`config.mk`:
```
export PLATFORM = sky130hd
export DESIGN_NAME = bram_port_arbiter
export DESIGN_NICKNAME = d
export VERILOG_FILES = /design/src/rtl/connected_domain_pkg.sv /design/src/rtl/bram_lane_mux.sv /design/src/rtl/bram_port_arbiter.sv
export SDC_FILE = /design/constraint.sdc
export NUM_CORES = 1
export LEC_CHECK = 0
export ABC_AREA = 1
export BUFFER_PORTS_ARGS = -buffer_cell sky130_fd_sc_hd__buf_2
export CAP_MARGIN = 20
export CORE_AREA = 2 2 656 658
export CTS_CLUSTER_SIZE = 28
export DETAILED_ROUTE_END_ITERATION = 6
export DIE_AREA = 0 0 658 660
export PLACE_DENSITY = 0.3
export SYNTH_ARGS = -nofsm -noshare
export SYNTH_HDL_FRONTEND = slang
export SYNTH_HIERARCHICAL = 1
export SYNTH_SLANG_ARGS = --single-unit
```
`constraint.sdc`:
```
create_clock -name i_clk -period 2.3 [get_ports i_clk]
set_clock_uncertainty 0.1 [all_clocks]
set_input_delay 0.23 -clock i_clk [delete_from_list [all_inputs] [get_ports i_clk]]
set_output_delay 0.23 -clock i_clk [all_outputs]
set_load 0.005 [all_outputs]
```
`src/rtl/connected_domain_pkg.sv`:
```
// Shared constants for the connected-domain filter image store:
// geometry of the 512x512 binary image, access types and arbiter state codes.
package connected_domain_pkg;

  localparam int ADDR_W = 13;
  localparam int ROW_W  = 9;
  localparam int WIDE_W = 512;
  localparam int WORD_W = 32;
  localparam int LANES  = 16;
  localparam int LANE_W = $clog2(LANES);
  localparam int BE_W   = WIDE_W / 8;

  localparam logic ACC_512 = 1'b0;
  localparam logic ACC_32  = 1'b1;

  localparam logic [1:0] ST_IDLE    = 2'd0;
  localparam logic [1:0] ST_RD_WAIT = 2'd1;
  localparam logic [1:0] ST_RD_RESP = 2'd2;
  localparam logic [1:0] ST_WR_RESP = 2'd3;

  function automatic logic [ROW_W-1:0] row_of(input logic [ADDR_W-1:0] addr);
    return addr[ADDR_W-1:LANE_W];
  endfunction

  function automatic logic [LANE_W-1:0] lane_of(input logic [ADDR_W-1:0] addr);
    return addr[LANE_W-1:0];
  endfunction

endpackage

```
`src/rtl/bram_lane_mux.sv`:
```
// Lane steering between the 512-bit BRAM row and 32-bit client words:
// zero-extended lane extract for reads, byte enables and replication for writes.
module bram_lane_mux
  import connected_domain_pkg::*;
(
  input  logic              rd_type,
  input  logic [LANE_W-1:0] rd_lane,
  input  logic [WIDE_W-1:0] rd_row,
  output logic [WIDE_W-1:0] rd_data,
  input  logic [LANE_W-1:0] wr_lane,
  input  logic [WORD_W-1:0] wr_word,
  output logic [BE_W-1:0]   wr_be,
  output logic [WIDE_W-1:0] wr_row
);

  always_comb begin
    rd_data = '0;
    if (rd_type == ACC_512) begin
      rd_data = rd_row;
    end else begin
      rd_data[WORD_W-1:0] = rd_row[rd_lane*WORD_W +: WORD_W];
    end
  end

  // Lane 0 occupies the least significant bytes of the row.
  assign wr_be  = {{(BE_W-4){1'b0}}, 4'hF} << {wr_lane, 2'b00};
  assign wr_row = {LANES{wr_word}};

endmodule

```
`src/rtl/bram_port_arbiter.sv`:
```
// Round-robin arbiter putting the boundary-search read client and the masked
// write client onto one BRAM port, with latency tracking for reads.
//
// state      | meaning
// -----------+----------------------------------------------------------
// ST_IDLE    | no transaction; grant a pending client this cycle
// ST_RD_WAIT | read issued, counting down BRAM latency to the data cycle
// ST_RD_RESP | o_rd_data_valid pulse, read data registered
// ST_WR_RESP | write strobe on the port, o_wr_ack pulse
module bram_port_arbiter
  import connected_domain_pkg::*;
#(
  parameter int RD_LATENCY = 2
) (
  input  logic              i_clk,
  input  logic              i_rstn,
  input  logic              i_rd_addr_ready,
  input  logic              i_rd_access_type,
  input  logic [ADDR_W-1:0] i_rd_addr,
  output logic              o_rd_data_valid,
  output logic [WIDE_W-1:0] o_rd_data,
  input  logic              i_wr_trig,
  input  logic [ADDR_W-1:0] i_wr_addr,
  input  logic [WORD_W-1:0] i_wr_data,
  output logic              o_wr_ack,
  output logic              o_bram_en,
  output logic [BE_W-1:0]   o_bram_we,
  output logic [ROW_W-1:0]  o_bram_addr,
  output logic [WIDE_W-1:0] o_bram_wdata,
  input  logic [WIDE_W-1:0] i_bram_rdata,
  output logic              o_busy
);

  logic [1:0]        state;
  logic [2:0]        lat_cnt;
  logic              favour_wr;
  logic              rd_type_q;
  logic [LANE_W-1:0] rd_lane_q;
  logic [WIDE_W-1:0] rd_mux;
  logic [BE_W-1:0]   wr_be;
  logic [WIDE_W-1:0] wr_row;
  logic              grant_rd;
  logic              grant_wr;

  bram_lane_mux u_lane_mux (
    .rd_type (rd_type_q),
    .rd_lane (rd_lane_q),
    .rd_row  (i_bram_rdata),
    .rd_data (rd_mux),
    .wr_lane (lane_of(i_wr_addr)),
    .wr_word (i_wr_data),
    .wr_be   (wr_be),
    .wr_row  (wr_row)
  );

  // On a collision the client not granted last wins.
  assign grant_wr = (state == ST_IDLE) && i_wr_trig && (!i_rd_addr_ready || favour_wr);
  assign grant_rd = (state == ST_IDLE) && i_rd_addr_ready && (!i_wr_trig || !favour_wr);
  assign o_busy   = (state != ST_IDLE);

  always_ff @(posedge i_clk) begin
    if (!i_rstn) begin
      state           <= ST_IDLE;
      lat_cnt         <= '0;
      favour_wr       <= 1'b1;
      rd_type_q       <= ACC_512;
      rd_lane_q       <= '0;
      o_rd_data_valid <= 1'b0;
      o_rd_data       <= '0;
      o_wr_ack        <= 1'b0;
      o_bram_en       <= 1'b0;
      o_bram_we       <= '0;
      o_bram_addr     <= '0;
      o_bram_wdata    <= '0;
    end else begin
      o_bram_en       <= 1'b0;
      o_bram_we       <= '0;
      o_rd_data_valid <= 1'b0;
      o_wr_ack        <= 1'b0;
      case (state)
        ST_IDLE: begin
          if (grant_wr) begin
            o_bram_en    <= 1'b1;
            o_bram_we    <= wr_be;
            o_bram_addr  <= row_of(i_wr_addr);
            o_bram_wdata <= wr_row;
            o_wr_ack     <= 1'b1;
            favour_wr    <= 1'b0;
            state        <= ST_WR_RESP;
          end else if (grant_rd) begin
            o_bram_en   <= 1'b1;
            o_bram_addr <= row_of(i_rd_addr);
            rd_type_q   <= i_rd_access_type;
            rd_lane_q   <= lane_of(i_rd_addr);
            lat_cnt     <= 3'(RD_LATENCY);
            favour_wr   <= 1'b1;
            state       <= ST_RD_WAIT;
          end
        end
        ST_RD_WAIT: begin
          // Terminal count marks the cycle the BRAM presents the row.
          if (lat_cnt == 3'd0) begin
            o_rd_data       <= rd_mux;
            o_rd_data_valid <= 1'b1;
            state           <= ST_RD_RESP;
          end else begin
            lat_cnt <= lat_cnt - 3'd1;
          end
        end
        ST_RD_RESP: state <= ST_IDLE;
        ST_WR_RESP: state <= ST_IDLE;
        default:    state <= ST_IDLE;
      endcase
    end
  end

endmodule

```
==> impl_results.rst <==
.. list-table::
   :header-rows: 1

   * - Metric
     - Value
   * - RSZ-0062 raised after global routing
     - true
   * - Share of layout cells above drive strength 1
     - 24.0%
   * - Timing-limited maximum frequency
     - 0.446 GHz
   * - Routed via count
     - 54114
   * - Worst Max-Slew Pin Slew
     - just over 0.9 ns
   * - Post-route met1 wirelength
     - between 100000 and 150000 µm
   * - Number of antenna violations at the first check in global routing
     - 110
   * - Maximum fanout along the worst path
     - just over 70
   * - Dominant synthesized flop cell
     - sky130_fd_sc_hd__dfxtp_1
   * - Iteration-0 DRC count of the detailed router
     - 3605
   * - Critical Path RT
     - 2.95 ns
   * - Max-slew violation count
     - 0
   * - Width of the die
     - 658 µm
   * - Hold endpoint
     - o_bram_addr[2]$_SDFFE_PN0P_
   * - Largest delay contributor family on the critical path
     - simple AND/OR/NAND/NOR gates
   * - Post-route insts no fill
     - 15173
   * - Final setup margin
     - about 0.058 ns
   * - Launch instance of the worst register-to-register path
     - rd_lane_q[0]$_SDFFE_PN0P_
   * - Part of the power in the clock network
     - between 20% and 30%
   * - HPWL after detailed placement
     - about 320000 µm
   * - I/O pin count
     - 1676
   * - Total number of H-tree levels
     - 4
   * - Detail-routed via count per cell
     - 3.57
   * - Async set or reset register ratio after synthesis
     - 0%
   * - EDFF count, synth
     - 0
   * - Setup slack of the most critical reg-to-reg path
     - 0.06 ns
   * - Grt ovf
     - 0
   * - Initial core utilization
     - approximately an eighth
   * - Final RePlAce weighted congestion
     - 0.898
   * - Met3 WL post-DR
     - 19500 µm
   * - Number of search-and-repair iterations in the first detailed-routing pass
     - 5
   * - Maximum clock insertion buffer count
     - 4
   * - Kind of start point of the critical path
     - flop
   * - Overall fraction of global-route tracks in use
     - 17.4%
   * - Global-route wire length before repair
     - 513000 µm
   * - Master cell of the clock root buffer
     - sky130_fd_sc_hd__clkbuf_16
   * - Total chip power
     - ~92 mW
   * - Number of nets with antenna violations after routing
     - 0
   * - Worst flop-to-flop path endpoint
     - o_rd_data[25]$_SDFFE_PN0P_
   * - Count of cell types in the netlist
     - 25
   * - Result of the run
     - finished, final reports clean
   * - Slowest stage cell on the critical path
     - sky130_fd_sc_hd__dfxtp_4
   * - Portion of the post-synthesis area used by sequential elements
     - between 40% and 50%
   * - Internal
     - roughly 53 mW
   * - Cell with the most instances after synthesis
     - sky130_fd_sc_hd__nor2_1
   * - Largest vdd supply drop
     - 0.527 mV
   * - Std cell rows
     - 240
   * - Most area-hungry cell type in the Yosys netlist
     - sky130_fd_sc_hd__dfxtp_1
   * - Fill cell instance count of the final layout
     - about 49000
   * - Worst Path Arrival
     - 2.89 ns
   * - Max stage delay on crit path
     - 0.43 ns
   * - Combined area of the multi-input logic cells
     - between 0.015 and 0.02 mm²
   * - Hold Path Class
     - input pin to flop
   * - Setup-failing EPs final
     - 0
   * - Most instantiated cells after synthesis
     - sky130_fd_sc_hd__nor2_1, sky130_fd_sc_hd__dfxtp_1, sky130_fd_sc_hd__inv_1
   * - Worst Setup Path Type
     - flop to flop
   * - Clock latency of the later-clocked register in the worst-skew pair
     - 0.85 ns
   * - Final standard cell utilization of the core
     - 17.9%
   * - Yosys reg bits
     - 1111
   * - Met2 Routed Length
     - approximately 210000 µm
   * - Slew margin rel.
     - 39.1%
   * - Overall die area
     - 0.434 mm²
   * - Power spent charging and discharging nets
     - ~40 mW
   * - Switching Share
     - 42.4%
   * - Power density over cell area
     - approximately 1200 mW/mm²
   * - Core Box Area
     - 0.427 mm²
   * - Detailed-route wire length
     - 397000 µm
   * - Number of violations of the max-capacitance limit
     - 0
   * - Net count after synthesis
     - slightly above 8000
   * - Number of buffers created by CTS
     - ~160
   * - Count of synthesis-stage warnings from yosys
     - 6
   * - Hold Path Cell Cnt
     - 6
   * - Largest net degree at the start of global routing
     - 83
   * - Number of clock sinks seen by CTS
     - 1111
   * - Highest signal layer in the routed design
     - met5
   * - Die outline height
     - 660 µm
   * - Worst setup slack after placement
     - -0.0491 ns
   * - Routed wirelength normalized by instance count
     - 26.2 µm
   * - Post-placement cell count
     - 14260
   * - Storage element area
     - 0.0223 mm²
   * - Launch point of the worst hold path
     - i_rd_addr[6]
   * - Via count of the first global-routing pass
     - 53052
   * - CP cell instances
     - clkinv_8, buf_16, nand2_1, nand3_1, nand3_2, buf_12, nand2_1, nand2_1, nand2_1, nand2_1, nand2_1, nor2_1, nor2_1
   * - Period minus WS final
     - 2.24 ns
   * - Leakage power summed over all cells
     - 37.0 nW
   * - Cell type with the highest occurrence count on the critical path
     - sky130_fd_sc_hd__nand2_1
   * - Sequential Power Share
     - 30.9%
   * - Layout area overhead
     - 46.1%
   * - Fraction of synthesized cell area taken by the top area cell type
     - roughly 43%
   * - Post-route clock period utilization
     - a little over nine tenths
   * - Average cell area after synthesis
     - 6.80 µm²
   * - Count of buffers inserted at the top-level ports
     - around 1700
   * - Count of endpoints failing hold in the final timing report
     - 0
   * - CP Capture Type
     - flop
   * - Ranking of synthesized cells by area
     - sky130_fd_sc_hd__dfxtp_1, sky130_fd_sc_hd__nor2_1, sky130_fd_sc_hd__o21ai_0
   * - Synthesized netlist cell count
     - around 7700
   * - Bufs and invs on worst path
     - 3
   * - DRC
     - 0
   * - Count of cells along the worst register-to-register path
     - 13
   * - Clock slew at reported path FFs
     - 0.06 ns
   * - Logic gate share of total power
     - 40.9%
   * - Summed instance area of the synthesized netlist
     - 0.0521 mm²
   * - TritonCTS clock tree
     - done
   * - Final net count
     - approximately 10000
-- through the flow --
step                      instance area [µm²]  setup TNS [ns]  hold WS [ns]
final                                   76200               0         0.143
after global placement                  64800          -0.237         0.330
after global routing                    76100         -0.0526         0.121
after CTS                               76000               0        0.0388
after floorplan                         52100               0         0.297
after detailed placement                64800          -0.106         0.331
-- sequential cells by signal (all words and copies together) (netlist names) --
register and flops:
o_wr_ack 1, o_bram_we 64, o_bram_wdata 512, state 2, favour_wr 1, rd_type_q 1, o_rd_data_valid 1, o_bram_en 1
o_rd_data 512, rd_lane_q 4, lat_cnt 3, o_bram_addr 9
-- how the worst max path moves through the flow --
stage / depth (start not counted) / startpoint / slack, ns / endpoint
after floorplan: 9 / lat_cnt[0]$_SDFFE_PN0P_ / 0.71 / o_rd_data[501]$_SDFFE_PN0P_
after global placement: 12 / rd_lane_q[0]$_SDFFE_PN0P_ / -0.08 / o_rd_data[2]$_SDFFE_PN0P_
after detailed placement: 12 / rd_lane_q[0]$_SDFFE_PN0P_ / -0.05 / o_rd_data[2]$_SDFFE_PN0P_
after CTS: 11 / rd_lane_q[0]$_SDFFE_PN0P_ / 0.05 / o_rd_data[3]$_SDFFE_PN0P_
after global routing: 13 / rd_lane_q[0]$_SDFFE_PN0P_ / -0.02 / o_rd_data[16]$_SDFFE_PN0P_
final: 13 / rd_lane_q[0]$_SDFFE_PN0P_ / 0.06 / o_rd_data[25]$_SDFFE_PN0P_
-- cell type report --
cell class | instances | share of cell area [%]
Inverter | 1089 | 5.40
Clock buffer | 235 | 6.10
Sequential cell | 1111 | 29.2
Timing Repair Buffer | 2570 | 24.0
Clock inverter | 43 | 0.798
Multi-Input combinational cell | 4387 | 25.0
Antenna cell | 51 | 0.168
Tap cell | 5687 | 9.34
-- layer usage --
metal	vias to the layer above	track usage, %
li1	26476	-
met4	50	6.46
met3	453	3.23
met2	1676	33.8
met1	25459	18.5
met5	-	0
-- power by group through the flow --
| stage | Sequential, mW | Combinational, mW | Clock [mW] |
|---|---|---|---|
| after detailed placement | 28.8 | 37.6 | 0 |
| after global routing | 29.2 | 40.7 | 27.4 |
| after global placement | 28.9 | 37.8 | 0 |
| after floorplan | 28.9 | 15.1 | 0 |
| final | 28.5 | 37.7 | 25.9 |
| after CTS | 28.5 | 38.8 | 26.8 |
-- worst min-delay path, delay by kind of cell --
| family | cells | cell delay, ns |
|---|---|---|
| buf+inv | 2 | 0.61 |
| simple gates | 4 | 0.23 |
-- what timing repair did --
item                                     CTS  global route
hold buffers                             581             0
endpoints found under the setup margin     3            13
gates cloned                               1             0
gates resized for setup                    2            15
setup buffers                              2             0
hold endpoints to repair                1087             0
-- logic make-up after synthesis --
| logic type | Yosys count | synth area share (%) |
|---|---|---|
| AOI/OAI and AO/OA | 1554 | 14.9 |
| and+or+nand+nor | 2831 | 21.4 |
| DFF | 1111 | 42.7 |
| buffers and inverters | 2167 | 21.0 |
| adders and majority gates | 2 | 0.0480 |
-- cell usage in the layout, fill, tap and decap left out, drive strengths merged --
| cell type | netlist | layout |
|---|---|---|
| a21oi | 515 | 515 |
| nor2 | 1626 | 1626 |
| bufinv | 0 | 10 |
| o21ai | 1039 | 1039 |
| dfxtp | 1111 | 1111 |
| bufbuf | 0 | 1 |
| inv | 1089 | 1096 |
| clkinvlp | 0 | 2 |
| buf | 867 | 1988 |
| dlygate4sd3 | 0 | 581 |
| diode | 0 | 51 |
| nor3 | 1 | 1 |
| nand3 | 397 | 397 |
| clkinv | 0 | 24 |
| ha | 2 | 2 |
| nor4 | 2 | 2 |
| nand2 | 803 | 803 |
| nand4 | 2 | 2 |
| clkbuf | 211 | 235 |
Note: power is estimated with default switching activity, not from simulation.
